`src/rtl/ifu_fetch_queue_pkg.sv`:
```
// Shared constants for the instruction fetch queue: default widths, queue
// depth and the instruction presented to decode when nothing is buffered.
package ifu_fetch_queue_pkg;
    localparam int XLEN      = 32;
    localparam int FQ_DEPTH  = 4;
    localparam int FQ_PTR_W  = $clog2(FQ_DEPTH);
    localparam logic [31:0] NOP_INSTR = 32'h0000_0013;
    localparam logic [31:0] PC_STEP   = 32'h0000_0004;
endpackage

```
`src/rtl/ifu_fq_fifo.sv`:
```
// Circular buffer of packed {pc, instruction} entries with synchronous clear
// and synchronous active-low reset; a pop on an empty buffer is ignored.
module ifu_fq_fifo #(
    parameter int W     = 64,
    parameter int DEPTH = ifu_fetch_queue_pkg::FQ_DEPTH
) (
    input  logic                     clk,
    input  logic                     rst_ni,
    input  logic                     clear_i,
    input  logic                     push_i,
    input  logic [W-1:0]             push_data_i,
    input  logic                     pop_i,
    output logic [W-1:0]             head_data_o,
    output logic [$clog2(DEPTH):0]   count_o,
    output logic                     empty_o,
    output logic                     full_o
);
    localparam int PTR_W = $clog2(DEPTH);
    localparam int CNT_W = PTR_W + 1;

    logic [W-1:0]     mem_q [DEPTH];
    logic [PTR_W-1:0] head_q, head_d, tail_q, tail_d;
    logic [CNT_W-1:0] count_q, count_d;
    logic             do_push_s, do_pop_s;

    assign empty_o     = (count_q == {CNT_W{1'b0}});
    assign full_o      = (count_q == CNT_W'(DEPTH));
    assign count_o     = count_q;
    assign head_data_o = mem_q[head_q];

    // Pointer and occupancy next-state; clear wins over push and pop
    always_comb begin
        do_push_s = push_i & ~clear_i;
        do_pop_s  = pop_i & ~clear_i & ~empty_o;
        head_d    = head_q;
        tail_d    = tail_q;
        count_d   = count_q;
        if (clear_i) begin
            head_d  = {PTR_W{1'b0}};
            tail_d  = {PTR_W{1'b0}};
            count_d = {CNT_W{1'b0}};
        end else begin
            if (do_push_s) begin
                tail_d = tail_q + PTR_W'(1'b1);
            end else begin
                tail_d = tail_q;
            end
            if (do_pop_s) begin
                head_d = head_q + PTR_W'(1'b1);
            end else begin
                head_d = head_q;
            end
            count_d = count_q + CNT_W'(do_push_s) - CNT_W'(do_pop_s);
        end
    end

    // Pointer and occupancy registers
    always_ff @(posedge clk) begin
        if (!rst_ni) begin
            head_q  <= {PTR_W{1'b0}};
            tail_q  <= {PTR_W{1'b0}};
            count_q <= {CNT_W{1'b0}};
        end else begin
            head_q  <= head_d;
            tail_q  <= tail_d;
            count_q <= count_d;
        end
    end

    // Entry storage; contents are only observed through a valid head
    always_ff @(posedge clk) begin
        if (do_push_s) begin
            mem_q[tail_q] <= push_data_i;
        end
    end
endmodule

```
`src/rtl/ifu_fetch_queue.sv`:
```
// Fetch stage with a request/response memory port and a queue of fetched
// {pc, instruction} pairs; responses requested before a flush are discarded.
module ifu_fetch_queue #(
    parameter int              XLEN         = ifu_fetch_queue_pkg::XLEN,
    parameter int              DEPTH        = ifu_fetch_queue_pkg::FQ_DEPTH,
    parameter int              MAX_INFLIGHT = 4,
    parameter logic [XLEN-1:0] RESET_PC     = {XLEN{1'b0}}
) (
    input  logic                   clk,
    input  logic                   rst,
    input  logic                   flush_flag,
    input  logic [XLEN-1:0]        flush_addr,
    input  logic                   load_hazerd,
    output logic                   req_valid,
    input  logic                   req_ready,
    output logic [XLEN-1:0]        req_addr,
    input  logic                   rsp_valid,
    input  logic [XLEN-1:0]        rsp_data,
    output logic                   out_valid,
    output logic [XLEN-1:0]        out_pc,
    output logic [XLEN-1:0]        out_instruction,
    output logic [$clog2(DEPTH):0] fq_count
);
    import ifu_fetch_queue_pkg::*;

    localparam int IW    = $clog2(MAX_INFLIGHT + 1);
    localparam int CNT_W = $clog2(DEPTH) + 1;

    logic [XLEN-1:0]   fetch_pc_q, fetch_pc_d, fill_pc_q, fill_pc_d;
    logic [IW-1:0]     live_q, live_d, drop_q, drop_d;
    logic              accept_s, push_s, pop_s, room_s, credit_s;
    logic              empty_s, full_s;
    logic [2*XLEN-1:0] head_s;
    logic [CNT_W-1:0]  count_s;

    assign room_s    = (int'(count_s) + int'(live_q)) < DEPTH;
    assign credit_s  = (int'(live_q) + int'(drop_q)) < MAX_INFLIGHT;
    assign req_valid = rst & ~flush_flag & room_s & credit_s;
    assign req_addr  = fetch_pc_q;
    assign accept_s  = req_valid & req_ready;

    assign out_valid       = ~empty_s;
    assign out_pc          = empty_s ? {XLEN{1'b0}} : head_s[2*XLEN-1:XLEN];
    assign out_instruction = empty_s ? XLEN'(NOP_INSTR) : head_s[XLEN-1:0];
    assign fq_count        = count_s;
    assign pop_s           = out_valid & ~load_hazerd & ~flush_flag;

    // Issue, response steering and flush bookkeeping
    always_comb begin
        fetch_pc_d = fetch_pc_q;
        fill_pc_d  = fill_pc_q;
        live_d     = live_q;
        drop_d     = drop_q;
        push_s     = 1'b0;
        if (flush_flag) begin
            fetch_pc_d = {flush_addr[XLEN-1:2], 2'b00};
            fill_pc_d  = {flush_addr[XLEN-1:2], 2'b00};
            live_d     = {IW{1'b0}};
            // a response landing in the flush cycle retires one outstanding slot
            drop_d     = drop_q + live_q
                       - IW'(rsp_valid & ((drop_q != {IW{1'b0}}) | (live_q != {IW{1'b0}})));
        end else begin
            if (accept_s) begin
                fetch_pc_d = fetch_pc_q + XLEN'(PC_STEP);
            end else begin
                fetch_pc_d = fetch_pc_q;
            end
            if (rsp_valid && (drop_q != {IW{1'b0}})) begin
                drop_d = drop_q - IW'(1'b1);
            end else if (rsp_valid && (live_q != {IW{1'b0}}) && (!full_s || pop_s)) begin
                push_s    = 1'b1;
                fill_pc_d = fill_pc_q + XLEN'(PC_STEP);
            end else begin
                push_s = 1'b0;
            end
            live_d = live_q + IW'(accept_s) - IW'(push_s);
        end
    end

    // Fetch/fill pointers and outstanding-request counters
    always_ff @(posedge clk) begin
        if (!rst) begin
            fetch_pc_q <= RESET_PC;
            fill_pc_q  <= RESET_PC;
            live_q     <= {IW{1'b0}};
            drop_q     <= {IW{1'b0}};
        end else begin
            fetch_pc_q <= fetch_pc_d;
            fill_pc_q  <= fill_pc_d;
            live_q     <= live_d;
            drop_q     <= drop_d;
        end
    end

    ifu_fq_fifo #(
        .W     (2 * XLEN),
        .DEPTH (DEPTH)
    ) u_fifo (
        .clk         (clk),
        .rst_ni      (rst),
        .clear_i     (flush_flag),
        .push_i      (push_s),
        .push_data_i ({fill_pc_q, rsp_data}),
        .pop_i       (pop_s),
        .head_data_o (head_s),
        .count_o     (count_s),
        .empty_o     (empty_s),
        .full_o      (full_s)
    );
endmodule

```
`config.mk`:
```
export PLATFORM = sky130hd
export DESIGN_NAME = ifu_fetch_queue
export DESIGN_NICKNAME = d
export VERILOG_FILES = /design/src/rtl/ifu_fetch_queue_pkg.sv /design/src/rtl/ifu_fq_fifo.sv /design/src/rtl/ifu_fetch_queue.sv
export SDC_FILE = /design/constraint.sdc
export NUM_CORES = 1
export LEC_CHECK = 0
export CAP_MARGIN = 20
export CORE_AREA = 5 5 235 214
export DETAILED_ROUTE_END_ITERATION = 10
export DIE_AREA = 0 0 240 219
export PLACE_DENSITY = 0.44
export SLEW_MARGIN = 40
export SYNTH_ARGS = -nofsm -noshare
export SYNTH_HDL_FRONTEND = slang
export SYNTH_SLANG_ARGS = --single-unit
```
`constraint.sdc`:
```
create_clock -name clk -period 3.7 [get_ports clk]
set_input_delay 0.74 -clock clk [delete_from_list [all_inputs] [get_ports clk]]
set_output_delay 0.74 -clock clk [all_outputs]
set_load 0.005 [all_outputs]
```
==> flow_summary_export.csv, run 1 <==
group,metric,value,unit
pwr,switchingPower,1870,uW
clock_tree,cts_setup_buffers,0,
timing,fmax,0.305,GHz
floorplan,design.core.area,0.0475,sq mm
route,wl,35.0,mm
placed_design,portBuffers,164,
floorplan,die_x,240,um
clock_tree,cts_buffers,39,
pwr,swShare,0.221,
cells_and_area,final_nets,1191,
logic_synthesis,synth_flop_cell,"edfxtp_1",
placed_design,place.gp.congestion,0.790,
run_status,status,"complete, no violations",
pwr,seqPwrFrac,0.483,
timing,period_minus_slack,3280,ps
setup_path,cp-start-kind,"flip-flop",
timing,tightestPinTransition,753,ps
timing,finalMaxSlewViolations,0,
clock_tree,clk_pin_slew_worst_paths,60,ps
clock_tree,clkLatencyLatePin,540,ps
logic_synthesis,async_reset_ff_frac,0,
run,maxCapViolations,0,
route,first_pass_iters,5,
global_route,antenna_found_initial,0,
global_route,overflow,0,
global_route,track_usage,0.133,
logic_synthesis,syn_avg_cell_area,14.9,sq um
logic_synthesis,synth.yosys.seq_area_share,0.655,
logic_synthesis,synth_edf_count,248,
cells_and_area,area_growth,27.7,%
setup_path,cp.buffers_inverters,2,
cells_and_area,drive_above_1_share,0.151,
logic_synthesis,synth.area.top_cells,"edfxtp_1 (54%), dfxtp_1 (11%), mux4_2 (10%)",
min_path,worstHoldPathType,"reg -> reg",
pwr,ir_drop,0.261,mV
setup_path,critPathKind,"reg -> out",
setup_path,cp_top_family,"buffers and inverters",
route,vias,8375,
setup_path,crit_path_max_fanout,20,
clock_tree,postCtsHoldBufs,0,
clock_tree,cts_max_level,2,
route,viasPerCell,4.78,
clock_tree,cts.path.max_buffers,3,
setup_path,cp.arrival,2540,ps
setup_path,crit_required,2960,ps
floorplan,fp-row-count,76,
timing,final.setup.tns,0,ps
route,ant_nets,0,
logic_synthesis,synthCells,917,
floorplan,fp.dieH,219,um
pwr,cellPowerDensity,485,mW/mm^2
setup_path,cp_slowest_stage_delay,710,ps
cells_and_area,final_cell_area,0.0175,sq mm
setup_path,worstSetupEndpointType,"output pin",
global_route,grt_pass1_wl,54.3,mm
placed_design,dp_hpwl,22.8,mm
timing,rsz0062_at_grt,"false",
global_route,grt_start_max_net_pins,61,
logic_synthesis,yosys_warnings,0,
floorplan,dieArea,0.0526,sq mm
timing,setup_violations,0,
global_route,grt_pass1_vias,8817,
logic_synthesis,yosys.area.top_type,"edfxtp_1",
route,avgRoutedWirePerCell,20.0,um
placed_design,placed_cell_area,0.0162,sq mm
floorplan,initial_core_util,0.288,
route,route.detailed.drc,0,
setup_path,worst_path_max_delay_cell,"dfxtp_2",
setup_path,crit_chain,"buf_4, mux4_2, and2_1, clkdlybuf4s50_1",
cells_and_area,num_antenna_cells,0,
timing,timing.final.crit_share,0.885,
pwr,leakage,0.00558,uW
logic_synthesis,ys_ff_latch,323,
timing,hold_viol,0,
pwr,clkPwrFrac,0.446,
setup_path,worstReg2RegStart,"live_q[2]",
clock_tree,root_buffer,"clkbuf_16",
clock_tree,clock-sinks,323,
min_path,min_from,"req_addr[13]",
floorplan,io_pins,171,
clock_tree,post_cts_resized,0,
pwr,p_comb_frac,0.071,
logic_synthesis,synth_top_area_frac,0.545,
logic_synthesis,synth_area,0.0137,sq mm
pwr,internal-power,6600,uW
timing,skew,15.3,ps
cells_and_area,post-route-util,0.368,
route,drtIter0Drc,527,
logic_synthesis,synth.distinct_cells,62,
clock_tree,cts_tree,"built",
timing,max_slew_margin,0.497,
layout by cell type, fill, tap and decap left out, drive strengths merged, types with 3 or more instances in the layout:
cell | Yosys | final
mux4 | 62 | 62
nand2 | 31 | 31
clkdlybuf4s50 | 0 | 164
conb | 1 | 4
and3 | 12 | 12
o211ai | 4 | 4
clkbuf | 35 | 57
ha | 19 | 19
nor3 | 15 | 15
buf | 18 | 27
o21ai | 37 | 37
edfxtp | 248 | 248
dfxtp | 75 | 75
a211oi | 3 | 3
nor2 | 27 | 27
a31oi | 5 | 5
or2 | 4 | 4
o311a | 3 | 3
nand4 | 21 | 21
nand3 | 22 | 22
bufinv | 0 | 3
nor4 | 19 | 19
xnor2 | 28 | 28
o311ai | 3 | 3
fa | 3 | 3
a21oi | 63 | 63
and4 | 6 | 6
inv | 28 | 28
and2 | 68 | 68
xor2 | 21 | 21
clkinv | 0 | 8
power by group through the flow:
stage | Sequential (uW) | Clock (uW) | Combinational [uW]
detailed placement | 4160 | 0 | 606
global placement | 4160 | 0 | 605
floorplan | 4130 | 0 | 348
finish | 4090 | 3780 | 603
global route | 4100 | 4080 | 685
CTS | 4090 | 3910 | 612
final cells by class:
| cell class | instances | area, sq um |
|---|---|---|
| clock inverters | 12 | 140 |
| flip-flops and latches | 323 | 8950 |
| multi-input cells | 516 | 4400 |
| well taps | 624 | 781 |
| fillers | 4519 | 30000 |
| repair buffers | 191 | 1960 |
| clock buffers | 57 | 1130 |
| inverters | 28 | 105 |
cells by family (layout without fill, tap and decap cells):
kind of cell,Yosys count,after routing,synth area share
xor gates and xnor gates,49,49,0.0314
adders and majority gates,22,22,0.0218
buffers and inverters,81,288,0.0253
and+or+nand+nor,239,239,0.104
AOI/OAI and AO/OA,138,138,0.0596
DFF,323,323,0.655
other,1,4,0.000274
muxes,64,64,0.104
synth_stat cells, drive strengths merged (2+ instances only):
cell       n
ha        19
nand4b     2
or3        2
a211oi     3
or2        4
o21ai     37
inv       28
or4        2
nor2b      2
o21a       2
o311a      3
a31oi      5
o22ai      2
nor3      15
and4       6
nand4     21
xnor2     28
clkbuf    35
fa         3
dfxtp     75
mux2i      2
nand2     31
o2111ai    2
o311ai     3
mux4      62
o211a      2
nor4      19
buf       18
o211ai     4
edfxtp   248
and2      68
xor2      21
nand3b     2
a32oi      2
nor2      27
and3      12
a21oi     63
nand3     22
flip-flops by register name, indices dropped and copies added, names as in the netlist, named ones only:
| signal | flops |
|---|---|
| u_fifo.tail_q | 2 |
| fill_pc_q | 30 |
| live_q | 3 |
| u_fifo.mem_q | 248 |
| req_addr | 30 |
| drop_q | 3 |
| u_fifo.count_o | 3 |
| u_fifo.head_q | 2 |
path summary, 6_finish.rpt:
kind	endpoint	slack, ps	cells after the start
max reg2reg	live_q[2]	770	12
min reg2reg	req_addr[13]	520	2
min	req_addr[13]	520	2
max	out_instruction[16]	420	4
worst register-to-register path: cells and delay by family (launching register included):
family	cells	cell delay, ps
AO/OA/AOI/OAI	1	320
XOR/XNOR	2	310
adder cells (fa/ha/maj)	4	1050
buffers and inverters	3	160
flip-flops	1	440
AND/OR/NAND/NOR	2	550
metal layers:
metal	part of all wire	GRT usage	up-vias
li1	-	-	3898
met1	0.48	0.189	4191
met2	0.45	0.205	237
met3	0.062	0.0346	49
met4	0.017	0.0331	0
met5	0	0	-
stage by stage:
step	std cells	setup slack, ps	hold slack, ps	total power, uW
after CTS	1751	319	517	8610
final	1751	424	518	8470
after floorplan	920	440	460	4480
after global routing	1751	278	538	8860
after detailed placement	1682	352	508	4770
after global placement	1682	327	504	4770
No activity file was read; power rests on OpenSTA's default activity.
==> run 2: changes to the inputs <==
Settings changed: CTS_BUF_LIST set to sky130_fd_sc_hd__clkbuf_16.
==> flow_summary_export.csv, run 2 (synthesis gave the netlist of run 1 again) <==
group,metric,value,unit
run_status,status,"complete, no violations",
run,maxCapViolations,0,
cells_and_area,finalNonFillerCells,1751,
setup_path,crit_required,2960,ps
cells_and_area,regMostFlops,"u_fifo.mem_q",
cells_and_area,final_cell_mix,"edfxtp_1 (248), clkdlybuf4s50_1 (164), dfxtp_1 (73)",
timing,tightestPinTransition,764,ps
clock_tree,cts_setup_buffers,0,
timing,skew,15.6,ps
setup_path,cp.arrival,2540,ps
timing,rsz0062_at_grt,"false",
clock_tree,cts_tree,"built",
cells_and_area,final_nets,1191,
placed_design,dp_slack,352,ps
placed_design,dp_hpwl,22.8,mm
min_path,min_from,"req_addr[13]",
route,drtIter0Drc,481,
cells_and_area,num_antenna_cells,0,
timing,setup_violations,0,
floorplan,dieArea,0.0526,sq mm
clock_tree,post_cts_resized,0,
floorplan,fp.dieH,219,um
floorplan,io_pins,171,
clock_tree,cts_buffers,39,
cells_and_area,fillers,4527,
global_route,grt_pass1_vias,8816,
route,ant_nets,0,
min_path,hold_depth,2,
clock_tree,clk_pin_slew_worst_paths,60,ps
global_route,track_usage,0.133,
route,viasPerCell,4.77,
timing,period_minus_slack,3280,ps
route,avgRoutedWirePerCell,20.0,um
setup_path,cp-start-kind,"flip-flop",
placed_design,place.gp.congestion,0.790,
cells_and_area,layout_commonest_cell,"edfxtp_1",
pwr,leakage,0.00561,uW
timing,timing.final.crit_share,0.887,
clock_tree,postCtsHoldBufs,0,
cells_and_area,drive_above_1_share,0.148,
setup_path,crit_path_max_fanout,20,
global_route,grt_pass1_wl,54.3,mm
pwr,ir_drop,0.261,mV
timing,final.setup.tns,0,ps
setup_path,r2r_end,"live_q[2]",
timing,fmax,0.305,GHz
cells_and_area,largest_register_ff_count,248,
setup_path,r2r_cells,12,
setup_path,worstReg2RegStart,"live_q[2]",
floorplan,fp-row-count,76,
route,vias,8345,
route,route.detailed.drc,0,
route,first_pass_iters,5,
floorplan,die_x,240,um
setup_path,critPathKind,"reg -> out",
clock_tree,clkLatencyLatePin,540,ps
clock_tree,root_buffer,"clkbuf_16",
min_path,worstHoldPathType,"reg -> reg",
floorplan,design.core.area,0.0475,sq mm
placed_design,portBuffers,164,
clock_tree,cts_max_level,2,
floorplan,initial_core_util,0.288,
setup_path,reg2reg_setup_slack,770,ps
route,wl,35.0,mm
route,met1Wirelength,16.4,mm
global_route,antenna_found_initial,0,
timing,fin_ws,417,ps
clock_tree,clock-sinks,323,
clock_tree,cts.path.max_buffers,3,
route,routed.top_layer,"met4",
global_route,overflow,0,
timing,hold_viol,0,
route,wl_met3,2.36,mm
setup_path,worstSetupEndpointType,"output pin",
global_route,grt_start_max_net_pins,61,
pwr,cellPowerDensity,480,mW/mm^2
cells_and_area,area_growth,27.4,%
timing,max_slew_margin,0.489,
min_path,min_to,"req_addr[13]",
route,wl_met2,15.7,mm
timing,finalMaxSlewViolations,0,
placed_design,dp.cells,1682,
## run 2: final cells by class
class	instances	area (sq um)	share of cell area
sequential	323	8950	0.514
multi-input combinational	516	4400	0.252
timing repair buffer	191	1960	0.112
clock buffer	41	1030	0.0589
tap	624	781	0.0448
clock inverter	28	200	0.0115
inverter	28	105	0.00603
## run 2: worst max-delay path by stage
stage / startpoint / end / slack [ps] / depth (start not counted)
floorplan: rsp_valid / u_fifo.mem_q[0][0] / 440 / 4
global placement: flush_flag / live_q[2] / 330 / 12
detailed placement: flush_flag / live_q[2] / 350 / 12
CTS: flip-flop / out_instruction[16] / 320 / 4
global route: flip-flop / out_instruction[15] / 280 / 4
finish: flip-flop / out_instruction[16] / 420 / 4
## run 2: through the flow
step	util	instance area [sq um]	power (uW)	hold WS, ps
after global placement	0.341	16200	4770	504
after global routing	0.367	17400	8750	538
after CTS	0.367	17400	8500	517
final	0.367	17400	8350	519
after detailed placement	0.341	16200	4770	508
after floorplan	-	13700	4480	460
## run 2: report_power, final
group	leakage, uW	switching [uW]	total, uW	internal [uW]
clock	0.000643	1470	3660	2200
sequential	0.00287	102	4090	3990
combinational	0.00210	305	602	297
## run 2: critical path, stage by stage (launching register included)
cell and delay [ps]:
dfxtp_2 710, buf_4 330, mux4_2 310, and2_1 180, clkdlybuf4s50_1 470
## run 2: routing by layer
| metal | track usage | vias to the layer above |
|---|---|---|
| li1 | - | 3903 |
| met1 | 0.189 | 4153 |
| met2 | 0.205 | 247 |
| met3 | 0.0346 | 42 |
| met4 | 0.0331 | 0 |
| met5 | 0 | - |
==> run 3: changes to the inputs <==
Settings changed: CORE_AREA 5 5 235 214 to 5 5 239 218, DIE_AREA 0 0 240 219 to 0 0 244 223, SYNTH_HIERARCHICAL set to 1, TNS_END_PERCENT set to 30.
==> flow_summary_export.csv, run 3 <==
group,metric,value,unit
placed_design,placed_cell_area,0.0167,sq mm
floorplan,die_x,244,um
route,drtIter0Drc,388,
cells_and_area,largest_register_ff_count,256,
logic_synthesis,yosys-top-cells-count,"edfxtp_1 (256), dfxtp_1 (75), nor2b_1 (63), mux4_2 (60), nand2_1 (49)",
timing,skew,16.4,ps
logic_synthesis,synth_flop_cell,"edfxtp_1",
clock_tree,cts_tree,"built",
setup_path,crit_path_max_fanout,48,
setup_path,cp_top_family,"buffers and inverters",
logic_synthesis,async_reset_ff_frac,0,
cells_and_area,regMostFlops,"u_fifo/mem_q",
setup_path,worstSetupEndpointType,"output pin",
global_route,grt_start_max_net_pins,67,
clock_tree,clk_pin_slew_worst_paths,60,ps
logic_synthesis,yosysMostFrequentCell,"edfxtp_1",
logic_synthesis,synth_edf_count,256,
timing,fin_ws,333,ps
logic_synthesis,synth_xor_area_frac,0.0265,
setup_path,cp.arrival,2630,ps
global_route,use_met2,0.197,
pwr,ir_drop,0.309,mV
floorplan,io_pins,171,
setup_path,cp_slowest_stage_delay,590,ps
logic_synthesis,synthCells,933,
run,maxCapViolations,0,
global_route,gr-usage-met1,0.182,
global_route,grt_pass1_wl,54.5,mm
logic_synthesis,synth_adder_area_share,0.0211,
timing,setup_violations,0,
clock_tree,post_cts_resized,0,
setup_path,worst_path_max_delay_cell,"mux4_1",
global_route,grt_pass1_vias,8864,
route,route.detailed.drc,0,
timing,fmax,0.297,GHz
route,wl,35.2,mm
route,avgRoutedWirePerCell,19.6,um
logic_synthesis,synth.yosys.seq_area_share,0.652,
route,vias,8417,
min_path,worstHoldPathType,"reg -> reg",
logic_synthesis,synth-simple-area-share,0.107,
timing,max_slew_margin,0.585,
logic_synthesis,ys_ff_latch,331,
setup_path,critPathKind,"reg -> out",
logic_synthesis,synth_top_area_frac,0.545,
clock_tree,clkLatencyLatePin,550,ps
floorplan,fp-row-count,78,
cells_and_area,drive_above_1_share,0.146,
clock_tree,postCtsHoldBufs,0,
setup_path,cp-start-kind,"flip-flop",
logic_synthesis,synth_top_family_by_area,"multiplexers",
timing,finalMaxSlewViolations,0,
logic_synthesis,yosys_warnings,6,
global_route,overflow,0,
logic_synthesis,synth.distinct_cells,64,
route,first_pass_iters,5,
setup_path,crit_chain,"buf_12, mux4_1, nor2b_1, clkdlybuf4s50_1",
timing,final.setup.tns,0,ps
route,viasPerCell,4.69,
cells_and_area,final_cell_mix,"edfxtp_1 (256), clkdlybuf4s50_1 (166), dfxtp_1 (73)",
setup_path,crit_required,2960,ps
run_status,status,"complete, no violations",
pwr,cellPowerDensity,468,mW/mm^2
floorplan,fp.dieH,223,um
route,ant_nets,0,
cells_and_area,final_cell_area,0.0179,sq mm
placed_design,dp_slack,324,ps
clock_tree,cts_max_level,2,
pwr,leakage,0.00569,uW
logic_synthesis,yosys.area.top_type,"edfxtp_1",
setup_path,cp.buffers_inverters,2,
placed_design,dp_hpwl,22.8,mm
clock_tree,cts_buffers,37,
timing,rsz0062_at_grt,"false",
logic_synthesis,synth_mux_area_frac,0.110,
floorplan,initial_core_util,0.284,
cells_and_area,num_antenna_cells,0,
global_route,antenna_found_initial,0,
logic_synthesis,syn_avg_cell_area,15.1,sq um
cells_and_area,final_nets,1219,
placed_design,portBuffers,166,
global_route,track_usage,0.129,
timing,tightestPinTransition,619,ps
clock_tree,cts.path.max_buffers,3,
clock_tree,root_buffer,"clkbuf_16",
timing,timing.final.crit_share,0.910,
global_route,grt-busiest-layer,"met2",
logic_synthesis,synth_area,0.0141,sq mm
placed_design,place.gp.congestion,0.729,
timing,hold_viol,0,
cells_and_area,area_growth,26.8,%
floorplan,design.core.area,0.0496,sq mm
timing,period_minus_slack,3370,ps
pwr,p_total,8370,uW
clock_tree,cts_setup_buffers,0,
floorplan,dieArea,0.0544,sq mm
logic_synthesis,synth.area.top_cells,"edfxtp_1 (55%), dfxtp_1 (11%), mux4_2 (9.6%)",
logic_synthesis,synth_compound_area_frac,0.0529,
cells_and_area,layout_commonest_cell,"edfxtp_1",
clock_tree,clock-sinks,331,
global_route,grt.met3_usage,0.0338,
[run 3: changes by cell type in the layout (fill, tap and decap cells not counted), moves of 5 or more]
cell      before  now
nand2_1       31   49
nor4_2         7    1
a31oi_1        5   12
xor2_1        21    9
and2_1        64    6
inv_1         37   29
edfxtp_1     248  256
or4_1          1    6
conb_1         4   10
a21oi_1       63   47
nor2b_1        2   63
[run 3: area by class of cell]
type / instances / area [sq um]
clock buffers: 37 / 926
repair buffers: 197 / 2040
clock inverters: 29 / 288
flip-flops and latches: 331 / 9200
fillers: 4751 / 31700
well taps: 640 / 801
multi-input cells: 533 / 4520
inverters: 27 / 101
[run 3: path summary, 6_finish.rpt]
kind                                        from         end  slack, ps  cells past startpoint
worst max register to register         drop_q[0]   live_q[2]        920                     14
worst min register to register  u_fifo/head_q[1]   flip-flop        500                      2
worst max-delay path                   flip-flop  out_pc[30]        330                      4
worst min-delay path            u_fifo/head_q[1]   flip-flop        500                      2
[run 3: routing by layer]
metal / vias to the layer above / wire, um
li1: 3986 / -
met3: 45 / 2080
met1: 4179 / 16900
met5: - / 0
met4: 0 / 683
met2: 207 / 15500
[run 3: cell families (layout without fill, tap and decap cells)]
group	Yosys count	after routing
compound gates	125	125
buf+inv	78	290
simple gates	263	263
other cells	1	10
mux	72	72
fa+ha+maj	22	22
flops	331	331
xor+xnor	41	41
[run 3: report_power, final]
part,switching (uW),internal (uW)
Clock,1490,2180
Sequential,94.0,4070
Combinational,263,270
[run 3: metrics by stage]
step / util / hold slack (ps) / instances
final: 0.361 / 495 / 1794
after CTS: 0.361 / 500 / 1794
after floorplan: - / 473 / 942
after global routing: 0.361 / 525 / 1794
after detailed placement: 0.336 / 489 / 1728
after global placement: 0.336 / 474 / 1728
[run 3: worst reg2reg max path: stages (launching register included)]
cell and delay [ps]:
dfxtp_1 340, inv_1 90, ha_1 210, ha_1 220, o311a_1 170, nand2_1 110
buf_4 200, clkinv_1 110, ha_1 280, inv_1 40, ha_1 180, fa_1 370
xnor2_1 170, xnor2_1 140, nor2_1 50
==> variant 1 (flow settings as in run 1) <==
The parameter `MAX_INFLIGHT` goes from 4 to 8.
--- a/src/rtl/ifu_fetch_queue.sv
+++ b/src/rtl/ifu_fetch_queue.sv
@@ -5,3 +5,3 @@
     parameter int              DEPTH        = ifu_fetch_queue_pkg::FQ_DEPTH,
-    parameter int              MAX_INFLIGHT = 4,
+    parameter int              MAX_INFLIGHT = 8,
     parameter logic [XLEN-1:0] RESET_PC     = {XLEN{1'b0}}
Function: changed (Yosys sat finds a counterexample within 10 cycles, from zero or initial values and one cycle with rst low).
==> variant 1 against run 1 <==
- power up 0.82%
- sequential cell count up 2
- combinational power up 20%
- count of clock-buffer cells in the layout down 7
- area after synthesis up 2.3%
- wire length up 4.6%
- via count up 5.2%
- cell count up 3.7%
- cell area up 1.8%
- worst setup slack worse by 0.19 ns
- critical path type unchanged
- largest cell class unchanged
==> variant 1: results (changes against run 1) <==
Post-Place Cells=1745 (was 1682); Synth async-reset ratio=0% (unchanged); CP peak stage delay=0.63 ns (was 0.71 ns); vias per cell=4.852 (was 4.783); M1 wire length=17.12 mm (was 16.61 mm); Crit path max-delay family=buffers and inverters (unchanged); Total GRT Usage=13.78% (was 13.32%); VDD IR max=0.2910 mV (was 0.2612 mV); post-CTS sizing=0 (unchanged); Avg Inst Size Synth=14.35 sq um (was 14.91 sq um); ratio of cells with drive above 1 in the final layout=14.54% (was 15.08%); CP Max Fanout=19 (was 20); status=completed (unchanged); vias=8807 (was 8375); I/O Buffers=164 (unchanged); CTS Buf Count=38 (was 39); Layout Nets=1259 (was 1191); GR Overflow Total=0 (unchanged); First-pass DRT Iterations=5 (unchanged); Placed Area=16540 sq um (was 16190 sq um); met3 wire len=1.985 mm (was 2.168 mm); combinational fraction of design power=8.5% (was 7.1%); slowest CP cell=dfxtp_4 (was dfxtp_2); seq pwr=4.13 mW (was 4.09 mW); Crit path arrival time=2.73 ns (was 2.54 ns); met1 usage=19.24% (was 18.91%); synth cell count leaders=edfxtp_1 (248), dfxtp_1 (77), and2_1 (65) (was edfxtp_1 (248), dfxtp_1 (75), and2_1 (68)); PwrDens=480.3 nW/um^2 (was 485.1 nW/um^2); max reg flops=248 (unchanged); vias in the first global route=9174 (was 8817); met2 GRT Util=21.83% (was 20.50%); pin count of the biggest net entering global routing=51 (was 61); Starting DRT DRC Count=418 (was 527); Post-Place Setup Slack=0.4453 ns (was 0.3519 ns); worst-margin pin slew=0.7055 ns (was 0.7526 ns); routed wl met2=16.84 mm (was 15.60 mm); Top Layer Used=met4 (unchanged); Internal=6.592 mW (was 6.599 mW); hpwl dp=24.30 mm (was 22.83 mm); Global Route met3 Usage=3.255% (was 3.456%); P_leak=5.705 nW (was 5.583 nW); RePlAce Congestion=0.7458 (was 0.7896); global-route wire length before repair=55.92 mm (was 54.25 mm); Worst Skew=0.01653 ns (was 0.01535 ns); sequential-to-total area share from yosys stat=64.29% (was 65.46%); CTS Buffer Depth=3 (unchanged); WL/cell=20.16 um (was 19.97 um); ranking of synthesized cells by area=edfxtp_1 (53%), dfxtp_1 (11%), mux4_2 (10%), and2_1 (2.9%), ha_1 (2.2%) (was edfxtp_1 (54%), dfxtp_1 (11%), mux4_2 (10%), and2_1 (3.1%), a21oi_1 (2.3%)); Yosys cell types=64 (was 62)
variant 1: layout make-up:
class                   count  area (sq um)
flip-flops and latches    325          8994
repair buffers            199          1992
multi-input cells         563          4651
clock buffers              50          1070
inverters                  34         127.6
clock inverters            19         162.7
diodes                      1         2.502
well taps                 624         780.7
fillers                  4533         29670
variant 1: cells by family (layout without fill, tap and decap cells):
logic type / Yosys count / in the layout / synth area share (%)
compound gates: 164 / 164 / 7.312
flops: 325 / 325 / 64.29
simple gates: 272 / 272 / 11.04
buf+inv: 89 / 302 / 2.586
xor+xnor: 31 / 31 / 1.942
other cells: 1 / 5 / 0.02682
fa+ha+maj: 28 / 28 / 2.667
mux: 64 / 64 / 10.13
variant 1: worst paths after layout:
path                         start               end  slack (ns)  cells past startpoint
setup / recovery          register        out_pc[26]        0.23                      4
setup reg to reg         live_q[1]      req_addr[31]        0.74                      8
hold / removal    u_fifo.tail_q[1]  u_fifo.tail_q[1]        0.50                      2
hold reg to reg   u_fifo.tail_q[1]  u_fifo.tail_q[1]        0.50                      2
==> variant 2 (flow settings as in run 1) <==
Made on the original files. Register the output `fq_count`, without a reset; this adds one clock of latency there. The other outputs are not delayed to match.
--- a/src/rtl/ifu_fetch_queue.sv
+++ b/src/rtl/ifu_fetch_queue.sv
@@ -44,3 +44,5 @@
     assign out_instruction = empty_s ? XLEN'(NOP_INSTR) : head_s[XLEN-1:0];
-    assign fq_count        = count_s;
+    always_ff @(posedge clk) begin
+        fq_count <= count_s;
+    end
     assign pop_s           = out_valid & ~load_hazerd & ~flush_flag;
Function: changed (Yosys sat finds a counterexample within 4 cycles, from zero or initial values and one cycle with rst low).
==> variant 2 against run 1 <==
- sequential cell count grew 3
- clock power down 7.7%
- cell area down 0.30%
- cell count increased by 1.1%
- worst setup slack got worse by 0.20 ns
- wire length is 2.0% higher
- area after synthesis is 0.30% lower
- combinational power fell by 5.3%
- power decreased by 3.5%
- die area is the same
- global-route usage grew 0.24 points
- first-iteration DRC count fell by 12%
- core utilization shrank 0.11 points
- largest cell class unchanged
==> variant 2: results (changes against run 1) <==
overall power=8.176 mW (was 8.470 mW); #MultiIn Comb=528 (was 516); CP Max Fanout=27 (was 20); Clock Network Area Fraction=6.599% (was 7.253%); vias per cell=4.771 (was 4.783); Buffers, non-clock=194 (was 191); RR Startpoint=u_fifo.count_o[2] (was live_q[2]); P_leak=5.557 nW (was 5.583 nW); vias=8445 (was 8375); Worst Hold Endpoint=fq_count[0] (was req_addr[13]); Starting DRT DRC Count=463 (was 527); Critical Path End=out_pc[15] (was out_instruction[16]); pin count of the biggest net entering global routing=61 (unchanged); sw frac=22.86% (was 22.09%); synth cell count leaders=edfxtp_1 (248), dfxtp_1 (78), and2_1 (62), mux4_2 (62), nand2_1 (59) (was edfxtp_1 (248), dfxtp_1 (75), and2_1 (68)); Non-clock inverters=29 (was 28); Post-synth EDFFs=248 (unchanged); Slew HR=44.63% (was 49.69%); Yosys cell types=59 (was 62); Max Clk Rate=287.4 MHz (was 305.3 MHz); WL/cell=20.14 um (was 19.97 um); First-pass DRT Iterations=4 (was 5); sequential cells=326 (was 323); Total GRT Usage=13.55% (was 13.32%); status=completed (unchanged); clk slew on worst S/H paths=0.06 ns (about the same); Seq/total area=51.79% (was 51.29%); ranking of synthesized cells by area=edfxtp_1 (55%), dfxtp_1 (11%), mux4_2 (10%), and2_1 (2.8%), ha_1 (1.7%) (was edfxtp_1 (54%), dfxtp_1 (11%), mux4_2 (10%), and2_1 (3.1%), a21oi_1 (2.3%)); hold_ws=0.4361 ns (was 0.5177 ns); Worst Skew=0.01619 ns (was 0.01535 ns); r2r setup slk=0.56 ns (was 0.77 ns); Worst Reg-to-Reg Cells=12 (unchanged); Avg Inst Size Synth=14.66 sq um (was 14.91 sq um); ratio of cells with drive above 1 in the final layout=14.49% (was 15.08%); sequential-to-total area share from yosys stat=66.10% (was 65.46%); Crit path arrival time=2.74 ns (was 2.54 ns); worst skew pair latency=0.55 ns; Layout Nets=1209 (was 1191); hpwl dp=23.24 mm (was 22.83 mm); VDD IR max=0.2571 mV (was 0.2612 mV); Hold Crit Start=u_fifo.count_o[0] (was req_addr[13]); Post-Place Setup Slack=0.07660 ns (was 0.3519 ns); combinational gate power=0.571 mW (was 0.603 mW); CTS Buf Count=38 (was 39); Multi-input gate area=4337 sq um (was 4395 sq um); Placed Area=16260 sq um (was 16190 sq um); vias in the first global route=8888 (was 8817); layout filler cell count=4522 (was 4519); Post-Place Cells=1701 (was 1682); Seq. cell area=9014 sq um (was 8954 sq um); Synth async-reset ratio=0% (unchanged); hold depth=0 (was 2); global-route wire length before repair=54.77 mm (was 54.25 mm); RePlAce Congestion=0.7726 (was 0.7896); clkbuf count=48 (was 57); register share of total power=50.3% (was 48.3%)
==> variant 2: worst max-delay path: stages (launching register included) <==
cell             delay, ns
dfxtp_4               0.63
buf_12                0.32
mux4_2                0.58
and2_1                0.19
clkdlybuf4s50_1       0.45
==> variant 2: routing by layer <==
layer	wire length [um]	global-route usage, %	up-vias
li1	-	-	3938
met1	17290	19.70	4233
met2	15610	20.59	225
met3	2065	2.928	49
met4	685	3.763	0
met5	0	0	-
==> variant 2: logic make-up after synthesis <==
| logic type | after synthesis | synth area share, % |
|---|---|---|
| buffers and inverters | 79 | 2.286 |
| flip-flops | 326 | 66.10 |
| other | 1 | 0.02751 |
| AND/OR/NAND/NOR | 264 | 10.35 |
| XOR/XNOR | 35 | 2.249 |
| AO/OA/AOI/OAI | 137 | 6.243 |
| multiplexers | 66 | 10.57 |
| adder cells (fa/ha/maj) | 22 | 2.185 |
